[src/rtl/cp0_except_ctrl.sv]
// cp0_except_ctrl: MEM-stage interrupt/exception detection, CP0 update, flush sequencing and IF redirect.
// Optional taken-exception counter on exc_count_o, enabled by defining CP0_EXC_CNT_EN.
module cp0_except_ctrl #(
  parameter logic [31:0] EXC_VECTOR   = 32'hBFC00380,
  parameter int unsigned FLUSH_CYCLES = 1
) (
  input  logic        clk,
  input  logic        rst,
  input  logic        mem_valid_i,
  input  logic [31:0] mem_pc_i,
  input  logic        mem_in_delayslot_i,
  input  logic [5:0]  mem_exc_i,
  input  logic [31:0] cp0_status_i,
  input  logic [31:0] cp0_cause_i,
  input  logic [31:0] cp0_epc_i,
  input  logic        wb_cp0_we_i,
  input  logic [4:0]  wb_cp0_waddr_i,
  input  logic [31:0] wb_cp0_data_i,
  output logic [31:0] excepttype_o,
  output logic [31:0] current_inst_addr_o,
  output logic        is_in_delayslot_o,
  output logic        flush_o,
  output logic        redirect_valid_o,
  input  logic        redirect_ready_i,
  output logic [31:0] new_pc_o,
  output logic [31:0] exc_count_o
);

  localparam int unsigned XLEN  = 32;
  localparam int unsigned CNT_W = 4;

  localparam logic [XLEN-1:0] CODE_INT  = XLEN'(32'h1);
  localparam logic [XLEN-1:0] CODE_RI   = XLEN'(32'ha);
  localparam logic [XLEN-1:0] CODE_SYS  = XLEN'(32'h8);
  localparam logic [XLEN-1:0] CODE_BRK  = XLEN'(32'h9);
  localparam logic [XLEN-1:0] CODE_TRAP = XLEN'(32'hd);
  localparam logic [XLEN-1:0] CODE_OV   = XLEN'(32'hc);
  localparam logic [XLEN-1:0] CODE_ERET = XLEN'(32'he);

  localparam logic [4:0] REG_STATUS = 5'd12;
  localparam logic [4:0] REG_CAUSE  = 5'd13;
  localparam logic [4:0] REG_EPC    = 5'd14;

  typedef enum logic [1:0] {IDLE, FLUSH, REDIRECT} state_t;

  state_t            state_q, state_d;
  logic [CNT_W-1:0]  cnt_q, cnt_d;
  logic [XLEN-1:0]   npc_q, npc_d;
  logic [XLEN-1:0]   exc_d, addr_d, new_pc_d;
  logic              ds_d, flush_d, rv_d;

  logic [XLEN-1:0]   status_fwd, epc_fwd;
  logic [7:0]        cause_ip;
  logic              int_pend;
  logic [XLEN-1:0]   code;
  logic              det;
  logic              unused_bits;

  // WB-stage MTC0 forwarding; a Cause write only reaches the software interrupt bits
  always_comb begin
    status_fwd = cp0_status_i;
    epc_fwd    = cp0_epc_i;
    cause_ip   = cp0_cause_i[15:8];
    if (wb_cp0_we_i) begin
      case (wb_cp0_waddr_i)
        REG_STATUS: status_fwd    = wb_cp0_data_i;
        REG_CAUSE:  cause_ip[1:0] = wb_cp0_data_i[9:8];
        REG_EPC:    epc_fwd       = wb_cp0_data_i;
        default: ;
      endcase
    end
  end

  assign unused_bits = ^{status_fwd[31:16], status_fwd[7:2], cp0_cause_i[31:16], cp0_cause_i[7:0]};

  // Priority resolution: interrupt first, ERET last
  always_comb begin
    int_pend = (|(cause_ip & status_fwd[15:8])) & status_fwd[0] & ~status_fwd[1];
    code     = '0;
    if (int_pend)          code = CODE_INT;
    else if (mem_exc_i[0]) code = CODE_RI;
    else if (mem_exc_i[1]) code = CODE_SYS;
    else if (mem_exc_i[2]) code = CODE_BRK;
    else if (mem_exc_i[3]) code = CODE_TRAP;
    else if (mem_exc_i[4]) code = CODE_OV;
    else if (mem_exc_i[5]) code = CODE_ERET;
  end

  assign det = (state_q == IDLE) && mem_valid_i && (code != '0);

  // Next-state and registered-output values
  always_comb begin
    state_d  = state_q;
    cnt_d    = cnt_q;
    npc_d    = npc_q;
    exc_d    = '0;
    addr_d   = '0;
    ds_d     = 1'b0;
    flush_d  = 1'b0;
    rv_d     = 1'b0;
    new_pc_d = '0;
    case (state_q)
      IDLE: begin
        if (det) begin
          state_d = FLUSH;
          cnt_d   = CNT_W'(FLUSH_CYCLES - 1);
          npc_d   = (code == CODE_ERET) ? epc_fwd : EXC_VECTOR;
          exc_d   = code;
          addr_d  = mem_pc_i;
          ds_d    = mem_in_delayslot_i;
          flush_d = 1'b1;
        end
      end
      FLUSH: begin
        if (cnt_q == '0) begin
          state_d  = REDIRECT;
          rv_d     = 1'b1;
          new_pc_d = npc_q;
        end else begin
          cnt_d   = cnt_q - CNT_W'(1);
          flush_d = 1'b1;
        end
      end
      REDIRECT: begin
        if (redirect_ready_i) begin
          state_d = IDLE;
        end else begin
          rv_d     = 1'b1;
          new_pc_d = npc_q;
        end
      end
      default: state_d = IDLE;
    endcase
  end

  always_ff @(posedge clk or negedge rst) begin
    if (!rst) begin
      state_q             <= IDLE;
      cnt_q               <= '0;
      npc_q               <= '0;
      excepttype_o        <= '0;
      current_inst_addr_o <= '0;
      is_in_delayslot_o   <= 1'b0;
      flush_o             <= 1'b0;
      redirect_valid_o    <= 1'b0;
      new_pc_o            <= '0;
    end else begin
      state_q             <= state_d;
      cnt_q               <= cnt_d;
      npc_q               <= npc_d;
      excepttype_o        <= exc_d;
      current_inst_addr_o <= addr_d;
      is_in_delayslot_o   <= ds_d;
      flush_o             <= flush_d;
      redirect_valid_o    <= rv_d;
      new_pc_o            <= new_pc_d;
    end
  end

`ifdef CP0_EXC_CNT_EN
  logic [XLEN-1:0] exc_cnt_q;

  // ERET returns from an exception rather than taking one, so it is not counted
  always_ff @(posedge clk or negedge rst) begin
    if (!rst) begin
      exc_cnt_q <= '0;
    end else if (det && (code != CODE_ERET)) begin
      exc_cnt_q <= exc_cnt_q + XLEN'(1);
    end
  end

  assign exc_count_o = exc_cnt_q;
`else
  assign exc_count_o = '0;
`endif

endmodule

[config.mk]
export PLATFORM = sky130hd
export DESIGN_NAME = cp0_except_ctrl
export DESIGN_NICKNAME = d
export VERILOG_FILES = /design/src/rtl/cp0_except_ctrl.sv
export SDC_FILE = /design/constraint.sdc
export NUM_CORES = 1
export LEC_CHECK = 0
export CORE_AREA = 2 2 120 122
export DETAILED_ROUTE_END_ITERATION = 16
export DIE_AREA = 0 0 122 124
export PLACE_DENSITY = 0.82
export SYNTH_ARGS = -nofsm -noshare
export SYNTH_HDL_FRONTEND = slang
export SYNTH_SLANG_ARGS = --single-unit
export TNS_END_PERCENT = 100
[constraint.sdc]
create_clock -name clk -period 2 [get_ports clk]
set_input_delay 0.4 -clock clk [delete_from_list [all_inputs] [get_ports clk]]
set_output_delay 0.4 -clock clk [all_outputs]
set_load 0.005 [all_outputs]
# Yosys cells after proc, flatten, opt, wreduce, memory -nomap -nowiden
# Index checks and enable logic that the tools add are counted.
[op_classes]
eq_ne = 10
reduce_logical = 10
add_sub_neg = 1
mul = 0
div_mod_pow = 0
n_bitwise = 4
n_shift = 0
order_cmp = 0
muxes = 36
[ops]
columns = ["operator", "n"]
rows = [
  ["$mux W32", 9],
  ["$pmux W32 S2", 1],
  ["$mux W4", 9],
  ["$eq A32 B4 Y1 const B", 1],
  ["$mux W16", 2],
  ["$reduce_bool A32 Y1", 1],
  ["$eq A5 B4 Y1 const B", 3],
  ["$mux W2", 5],
  ["$and A8 B8 Y8", 1],
  ["$ne A2 B2 Y1 const B", 4],
  ["$pmux W4 S2", 1],
  ["$reduce_or A8 Y1", 1],
  ["$mux W1", 6],
  ["$pmux W2 S3", 1],
  ["$reduce_and A3 Y1", 2],
  ["$logic_not A4 Y1", 1],
  ["$pmux W1 S2", 2],
  ["$sub A4 B1 Y4 const B", 1],
  ["$and A1 B1 Y1", 2],
  ["$eq A2 B1 Y1 const B", 1],
  ["$eq A2 B2 Y1 const B", 1],
  ["$logic_and A1 B1 Y1", 2],
  ["$logic_not A2 Y1", 1],
  ["$reduce_and A2 Y1", 1],
  ["2 further kinds", 2],
]
[totals]
elab_cells = 70
inputBits = 177
ram_bits = 0
memories = 0
latchBits = 0
register_bits = 137
mem_bits_ro = 0

# Longest topological paths before layout
# Gate-level depths: netlist of run 1.
[logic_depth]
ltp_word = 12
ltp_mapped = 8
ltp_nobuf = 7

# Worst setup path before layout of run 1
# Ideal clock, no wire load.
[synth_timing]
path_type = "input to register"
startpoint = "input port cp0_cause_i[10]"
endpoint = "register npc_q[0]"
path_slack_ns = -0.449
path_stages = 8
arrival_ns = 2.374
n_path_buf = 1
required_time_ns = 1.926
path_cell_list = "a222oi_1 > o31ai_1 > a221o_1 > o41ai_4 > nand2_2 > or3_4 > buf_6 > o21ai_2"
[synth_between]
elab_chain_cells = 8
elab_cells_between_ends = 10
[synth_lines]
columns = ["item", "line", "rtl"]
rows = [
  ["start, declared", "14", "input logic [31:0] cp0_cause_i,"],
  ["$and A8 B8 Y8 *", "78", "int_pend = (|(cause_ip & status_fwd[15:8])) & status_fwd[0] & ~status_fwd[1];"],
  ["$reduce_or A8 Y1 *", "78", ""],
  ["$and A1 B1 Y1 * (2 in series)", "78", ""],
  ["$mux W4 *", "80", "if (int_pend) code = CODE_INT;"],
  ["$reduce_bool A32 Y1", "89", "assign det = (state_q == IDLE) && mem_valid_i && (code != '0);"],
  ["$logic_and A1 B1 Y1", "89", ""],
  ["$reduce_and A2 Y1 (no line)", "n/a", ""],
  ["end signal, assigned", "150", "npc_q <= npc_d;"],
  ["end, declared", "48", "logic [XLEN-1:0] npc_q, npc_d;"],
]
# Every way passes the cells marked *; elsewhere a longest branch is shown, timed or not.
# A chain may end at the register's enable or synchronous reset.

# Final worst setup path of run 1
[layout_timing]
startpoint = "input port cp0_status_i[10]"
endpoint = "register current_inst_addr_o[15]"
[layout_between]
elab_chain_cells = 11
[layout_lines]
columns = ["item", "line", "rtl"]
rows = [
  ["start, declared", "13", "input logic [31:0] cp0_status_i,"],
  ["$mux W16", "65", "case (wb_cp0_waddr_i)"],
  ["$mux W16 *", "64", "if (wb_cp0_we_i) begin"],
  ["$and A8 B8 Y8 *", "78", ""],
  ["$reduce_or A8 Y1 *", "78", ""],
  ["$and A1 B1 Y1 * (2 in series)", "78", ""],
  ["$mux W4 *", "80", ""],
  ["$reduce_bool A32 Y1 *", "89", ""],
  ["$logic_and A1 B1 Y1 *", "89", ""],
  ["$mux W32 *", "104", "if (det) begin"],
  ["$mux W32 *", "102", "case (state_q)"],
  ["named net addr_d[15]", "49", "logic [XLEN-1:0] exc_d, addr_d, new_pc_d;"],
  ["end signal, assigned", "152", "current_inst_addr_o <= addr_d;"],
  ["end, declared", "20", "output logic [31:0] current_inst_addr_o,"],
]
# Mark *: on every way through the listed nets, which the timed path passes. The rest lies on a longest branch.

==> results of run 1 <==
## registers in the layout, indices dropped and copies added, names as in the netlist
signal,count
redirect_valid_o,1
state_q,2
npc_q,32
is_in_delayslot_o,1
flush_o,1
excepttype_o,4
new_pc_o,32
current_inst_addr_o,32
cnt_q,4
## cell type report
cell class              count  area share, %
well taps                 180           2.76
repair buffers            257           31.9
clock buffers               9           2.76
flip-flops and latches    109           33.4
inverters                   4          0.184
clock inverters             7          0.964
multi-input cells         327           28.1
## repair_timing
item | CTS | global route
pin swaps | 32 | 36
buffers inserted | 16 | 10
resized for setup | 111 | 58
setup endpoints to repair | 76 | 76
hold buffers | 0 | 0
gates cloned | 8 | 2
## power by group
part	total (mW)	leakage (nW)	internal, mW	switching (mW)
Combinational	2.24	2.14	1.31	0.934
Sequential	2.58	1.43	2.48	0.104
Clock	1.79	0.148	0.890	0.896
Total	6.61	3.73	4.67	1.93
## metal layers
layer / track usage [%] / share of wire, % / up-vias
li1: - / - / 1920
met1: 22.9 / 39 / 2016
met2: 36.1 / 52 / 173
met3: 4.95 / 7.0 / 16
met4: 5.60 / 1.7 / 0
met5: 0 / 0 / -
## worst max path at each step
stage,end,cells past startpoint,from,slack [ns]
finish,current_inst_addr_o[15],11,cp0_status_i[10],-0.28
global placement,npc_q[0],8,cp0_cause_i[10],-0.84
CTS,npc_q[7],10,cp0_status_i[10],-0.33
detailed placement,npc_q[0],8,wb_cp0_waddr_i[0],-0.92
global route,cnt_q[2],11,wb_cp0_waddr_i[0],-0.36
floorplan,npc_q[0],8,cp0_cause_i[10],-0.30
## cell families (layout without fill, tap and decap cells)
kind of cell	Yosys count	after routing	synth area share, %
fa+ha+maj	5	5	1.25
flops	109	109	54.7
other cells	1	60	0.0752
compound gates	62	62	9.80
simple gates	173	176	18.3
mux	24	24	4.84
buf+inv	83	277	11.1
## cells in the final DEF, fill, tap and decap left out, types with 16 or more instances in the layout
cell type,instances
sky130_fd_sc_hd__and2_4,35
sky130_fd_sc_hd__buf_4,30
sky130_fd_sc_hd__and2_1,34
sky130_fd_sc_hd__clkdlybuf4s50_1,179
sky130_fd_sc_hd__o21ai_2,21
sky130_fd_sc_hd__nand2_1,57
sky130_fd_sc_hd__buf_6,16
sky130_fd_sc_hd__dfrtp_1,109
sky130_fd_sc_hd__conb_1,60
sky130_fd_sc_hd__mux2i_1,20
## metrics by stage
| step | total power, mW | setup TNS [ns] | hold WS (ns) | instance area [um^2] |
|---|---|---|---|---|
| final | 6.61 | -14.91 | 0.112 | 8170 |
| after global routing | 6.94 | -19.13 | 0.157 | 8170 |
| after CTS | 6.58 | -19.05 | 0.146 | 7980 |
| after detailed placement | 4.36 | -62.76 | 0.458 | 7240 |
| after global placement | 4.32 | -57.33 | 0.452 | 7240 |
| after floorplan | 3.32 | -13.83 | 0.104 | 5260 |
==> Flow_metrics.wiki, run 1 <==
{| class="wikitable"
! Metric !! Value
|-
| Synth area leaders || sky130_fd_sc_hd__dfrtp_1, sky130_fd_sc_hd__buf_4, sky130_fd_sc_hd__and2_1
|-
| Pin count of the biggest net entering global routing || 110
|-
| Diodes inserted || 0
|-
| Register-to-register setup slack || 0.18 ns
|-
| Global-route wire length before repair || 22300 um
|-
| Reg-to-reg critical path endpoint || npc_q[22]
|-
| Critical path data required time || 2.24 ns
|-
| CTS tree || built
|-
| Leakage power total || 3.73 nW
|-
| Detailed Place HPWL || 10300 um
|-
| Power density over the cells || 808 nW/um^2
|-
| Reg area || 2730 um^2
|-
| Clock sinks || 109
|-
| Critical Path AT || 2.52 ns
|-
| Share of the clock period used by the worst path || 114%
|-
| Top cells by count, synth || sky130_fd_sc_hd__dfrtp_1, sky130_fd_sc_hd__and2_1, sky130_fd_sc_hd__buf_4
|-
| Share of flip-flops with an asynchronous set or reset || 100%
|-
| Type of the worst setup path || primary input to flip-flop
|-
| Seq/Total Area, Yosys || 54.7%
|-
| Shortest period the worst path allows || 2.28 ns
|-
| Dpl cells || 849
|-
| Fill cell total of the finished layout || 1120
|-
| Cell type group with the largest total delay on the critical path || compound AO/OA/AOI/OAI gates
|-
| DIE HEIGHT || 124 um
|-
| Number of nets in the final layout || 890
|-
| Remaining max-slew budget at the tightest pin || 60.3%
|-
| Cell area after technology mapping || 4990 um^2
|-
| Die outline area || 15100 um^2
|-
| Pins Over Slew Limit || 0
|-
| Area grow syn2layout || 63.8%
|-
| Final count of hold timing violations || 0
|-
| Per-cell routed wire length || 17.3 um
|-
| Antenna violations before repair || 0
|-
| Number of DRC markers after the initial detailed-route iteration || 212
|-
| Number of antenna-violating nets in the routed design || 0
|-
| RSZ-0062 raised after global routing || true
|-
| Port bufs || 201
|-
| Slowest-stage cell, CP || sky130_fd_sc_hd__a221o_1
|-
| Most frequently used cell type in the post-synthesis netlist || sky130_fd_sc_hd__dfrtp_1
|-
| Highest achievable clock rate || 438 MHz
|-
| Run status || finished with violations
|-
| Post-route DRC || 0
|-
| Highest fanout seen on the critical path || 7
|-
| Max-Cap Viols || 0
|-
| Worst reg2reg path startpoint || state_q[0]
|-
| Length of the first detailed-routing pass in iterations || 5
|-
| Worst path buffer plus inverter count || 5
|-
| Clock skew || 0.00470 ns
|-
| Root Buffer Master || sky130_fd_sc_hd__clkbuf_16
|-
| Violations in the final reports || setup timing
|-
| Cell count of the worst reg-to-reg path || 7
|-
| Place WS || -0.921 ns
|-
| Crit path cell chain || buf_6 -> a222oi_1 -> o31ai_1 -> a221o_1 -> o41ai_4 -> buf_4 -> a21oi_4 -> buf_12 -> buf_6 -> buf_8 -> and2_4
|-
| Clk Latency, worst-skew pair || 0.34 ns
|-
| Number of global-route vias before repair || 4224
|-
| Floorplan row count || 43
|-
| Post-route non-filler standard cell count || 893
|-
| Boundary Pins || 308
|-
| CP startpoint kind || primary input
|-
| Path type of the worst min-delay path || primary input to asynchronous set/reset pin
|-
| GRT Residual Overflow || 0
|-
| Clock Path Buffers || 2
|-
| Cell variety after synth || 49
|-
| Main flop type after synthesis || sky130_fd_sc_hd__dfrtp_1
|-
| Routability cong. || 0.804
|-
| Per-cell via count in the routed design || 4.62
|-
| Number of synthesized register bits || 109
|-
| Setup violations, final || 74
|-
| Clock buffers created by TritonCTS || 9
|-
| Placeable core region || 13700 um^2
|-
| Syn Area/Cell || 10.9 um^2
|-
| GR Util All Layers || 19.7%
|-
| Longest individual stage delay on the worst path || 0.42 ns
|-
| Synth Instances || 457
|-
| Crit path setup slack, layout || -0.284 ns
|-
| Floorplan die width || 122 um
|-
| Capturing element type of the critical path || flip-flop
|-
| Utilization of the core after routing || 59.6%
|-
| Warning count from the yosys run || 0
|-
| EDFF count, synth || 0
|-
| Layout cell share with drive strength beyond 1 || 25.1%
|-
| Worst Tran Pin Value || 0.595 ns
|-
| Max rail drop VDD || 0.451 mV
|-
| Aggregate routed wire length || 15500 um
|-
| Number of vias in the routed layout || 4125
|-
| Clk slew on worst S/H paths || 0.08 ns
|-
| Post-synth top area cell || sky130_fd_sc_hd__dfrtp_1
|-
| Area of the multi-input gates || 2300 um^2
|-
| Library cell appearing most often on the critical path || sky130_fd_sc_hd__buf_6
|-
| Initial core utilization || 36.4%
|-
| CTS H-Tree Depth || 3
|-
| Fraction of post-synthesis cell area in the top cell type by area || 54.7%
|}
Note: power is estimated with default switching activity, not from simulation.
==> run 2, diff against run 1 <==
Settings changed: SKIP_CTS_REPAIR_TIMING set to 1.
==> run 2 against run 1 <==
Net effect:
- the run still ends with setup timing left
- first-iteration DRC count up 28%
- final area down 3.7%
- maximum frequency down 5.4%
- final cell count down 2.4%
- clock power about the same
- sequential share of layout area up 1.3 points
- sequential power about the same
- via count down 4.3%
- clock-buffer cell count unchanged
- combinational power down 9.4%
- critical path depth down 3
- hold slack better by 0.0053 ns
- critical path type unchanged
- largest power group unchanged
==> Flow_metrics.wiki, run 2 (same netlist as run 1, synthesis figures left out) <==
{| class="wikitable"
! Metric !! Value
|-
| Floorplan row count || 43 (unchanged)
|-
| Clk slew on worst S/H paths || 0.08 ns (about the same)
|-
| Port bufs || 201 (unchanged)
|-
| Post-route non-filler standard cell count || 872 (was 893)
|-
| Leakage power total || 3.69 nW (was 3.73 nW)
|-
| Length of the first detailed-routing pass in iterations || 5 (unchanged)
|-
| Final instance area || 7870 um^2 (was 8170 um^2)
|-
| Violations in the final reports || setup timing (unchanged)
|-
| Layout cell share with drive strength beyond 1 || 20.1% (was 25.1%)
|-
| Clock skew || 0.00686 ns (was 0.00470 ns)
|-
| Critical path data required time || 2.28 ns (was 2.24 ns)
|-
| Number of vias in the routed layout || 3948 (was 4125)
|-
| Commonest cells after routing, fill and taps aside || sky130_fd_sc_hd__clkdlybuf4s50_1, sky130_fd_sc_hd__dfrtp_1, sky130_fd_sc_hd__conb_1, sky130_fd_sc_hd__nand2_1, sky130_fd_sc_hd__and2_1 (was sky130_fd_sc_hd__clkdlybuf4s50_1, sky130_fd_sc_hd__dfrtp_1, sky130_fd_sc_hd__conb_1, sky130_fd_sc_hd__nand2_1, sky130_fd_sc_hd__and2_4)
|-
| Remaining max-slew budget at the tightest pin || 61.5% (was 60.3%)
|-
| Number of global-route vias before repair || 3916 (was 4224)
|-
| Number of antenna-violating nets in the routed design || 0 (unchanged)
|-
| Post-route DRC || 0 (unchanged)
|-
| Highest achievable clock rate || 414 MHz (was 438 MHz)
|-
| Area grow syn2layout || 57.8% (was 63.8%)
|-
| Capturing element type of the critical path || flip-flop (unchanged)
|-
| Hold_ws || 0.117 ns (was 0.112 ns)
|-
| Dpl cells || 849 (unchanged)
|-
| Type of the worst setup path || primary input to flip-flop (unchanged)
|-
| Place WS || -0.921 ns (unchanged)
|-
| Routability cong. || 0.804 (unchanged)
|-
| Initial core utilization || 36.4% (unchanged)
|-
| Utilization of the core after routing || 57.4% (was 59.6%)
|-
| Setup Total Neg Slack || -24.59 ns (was -14.91 ns)
|-
| Per-cell via count in the routed design || 4.53 (was 4.62)
|-
| Largest registers || current_inst_addr_o (32), new_pc_o (32), npc_q (32) (unchanged)
|-
| Clock buffers created by TritonCTS || 9 (unchanged)
|-
| Critical Path AT || 2.69 ns (was 2.52 ns)
|-
| RSZ-0062 raised after global routing || true (unchanged)
|-
| Share of the clock period used by the worst path || 121% (was 114%)
|-
| Highest fanout seen on the critical path || 20 (was 7)
|-
| Global-route wire length before repair || 20000 um (was 22300 um)
|-
| Run status || finished with violations (unchanged)
|-
| GRT Residual Overflow || 0 (unchanged)
|-
| Pins Over Slew Limit || 0 (unchanged)
|-
| Cell count of the worst reg-to-reg path || 9 (was 7)
|-
| Boundary Pins || 308 (unchanged)
|-
| Clock sinks || 109 (unchanged)
|-
| Root Buffer Master || sky130_fd_sc_hd__clkbuf_16 (unchanged)
|-
| Setup violations, final || 76 (was 74)
|-
| CTS tree || built (unchanged)
|-
| Max rail drop VDD || 0.438 mV (was 0.451 mV)
|-
| Worst Tran Pin Value || 0.578 ns (was 0.595 ns)
|-
| Diodes inserted || 0 (unchanged)
|-
| CTS H-Tree Depth || 3 (unchanged)
|-
| DIE HEIGHT || 124 um (unchanged)
|-
| CP startpoint kind || primary input (unchanged)
|-
| Antenna violations before repair || 0 (unchanged)
|-
| Power density over the cells || 811 nW/um^2 (was 808 nW/um^2)
|-
| Placeable core region || 13700 um^2 (unchanged)
|-
| Shortest period the worst path allows || 2.41 ns (was 2.28 ns)
|-
| Per-cell routed wire length || 16.2 um (was 17.3 um)
|-
| Die outline area || 15100 um^2 (unchanged)
|-
| Floorplan die width || 122 um (unchanged)
|-
| Path type of the worst min-delay path || primary input to asynchronous set/reset pin (unchanged)
|-
| Most common cell after layout, fill and taps aside || sky130_fd_sc_hd__clkdlybuf4s50_1 (unchanged)
|-
| Aggregate routed wire length || 14100 um (was 15500 um)
|-
| Power consumption || 6.38 mW (was 6.61 mW)
|-
| Clk Latency, worst-skew pair || 0.34 ns (about the same)
|-
| Crit path setup slack, layout || -0.415 ns (was -0.284 ns)
|-
| Detailed Place HPWL || 10300 um (unchanged)
|-
| Number of DRC markers after the initial detailed-route iteration || 272 (was 212)
|-
| Final count of hold timing violations || 0 (unchanged)
|-
| GR Util All Layers || 17.4% (was 19.7%)
|-
| Area of placed instances || 7240 um^2 (unchanged)
|-
| Number of nets in the final layout || 869 (was 890)
|-
| Max-Cap Viols || 0 (unchanged)
|-
| Pin count of the biggest net entering global routing || 110 (unchanged)
|-
| Clock Path Buffers || 2 (unchanged)
|}
## run 2: worst paths after layout
kind                                   from                 endpoint  slack (ns)
setup / recovery            cp0_cause_i[12]                 npc_q[0]       -0.41
hold / removal                          rst  current_inst_addr_o[17]        0.12
setup reg to reg                 state_q[0]                npc_q[16]        0.24
hold reg to reg                   npc_q[17]                npc_q[17]        0.47
max in group asynchronous               rst                 cnt_q[2]        1.45
min in group clk           wb_cp0_data_i[9]                 npc_q[9]        0.42
## run 2: metal layers
| layer | track usage (%) | routed length [um] | share of wire, % | vias up |
|---|---|---|---|---|
| li1 | - | - | - | 1868 |
| met2 | 30.0 | 7200 | 51 | 176 |
| met5 | 0 | 0 | 0 | - |
| met1 | 21.1 | 5620 | 40 | 1890 |
| met4 | 5.24 | 205 | 1.5 | 0 |
| met3 | 5.13 | 1080 | 7.7 | 14 |
## run 2: final cells by class
cell class / count / area, um^2
clock inverters: 7 / 78.8
repair buffers: 239 / 2440
flip-flops and latches: 109 / 2730
well taps: 180 / 225
fillers: 1157 / 5850
inverters: 4 / 15.0
multi-input cells: 324 / 2160
clock buffers: 9 / 225
## run 2: power by group
group	switching [mW]	internal, mW	total, mW	leakage [nW]
Clock	0.891	0.890	1.78	0.148
Sequential	0.0981	2.48	2.57	1.43
Combinational	0.838	1.19	2.03	2.11
Total	1.83	4.56	6.38	3.69
## run 2: critical path, stage by stage
cell and delay, ns:
sky130_fd_sc_hd__clkbuf_2 0.10, sky130_fd_sc_hd__a222oi_1 0.37, sky130_fd_sc_hd__o31ai_1 0.14, sky130_fd_sc_hd__a221o_1 0.43, sky130_fd_sc_hd__o41ai_4 0.45, sky130_fd_sc_hd__nand2_2 0.10
sky130_fd_sc_hd__or3_4 0.52, sky130_fd_sc_hd__o21ai_2 0.19
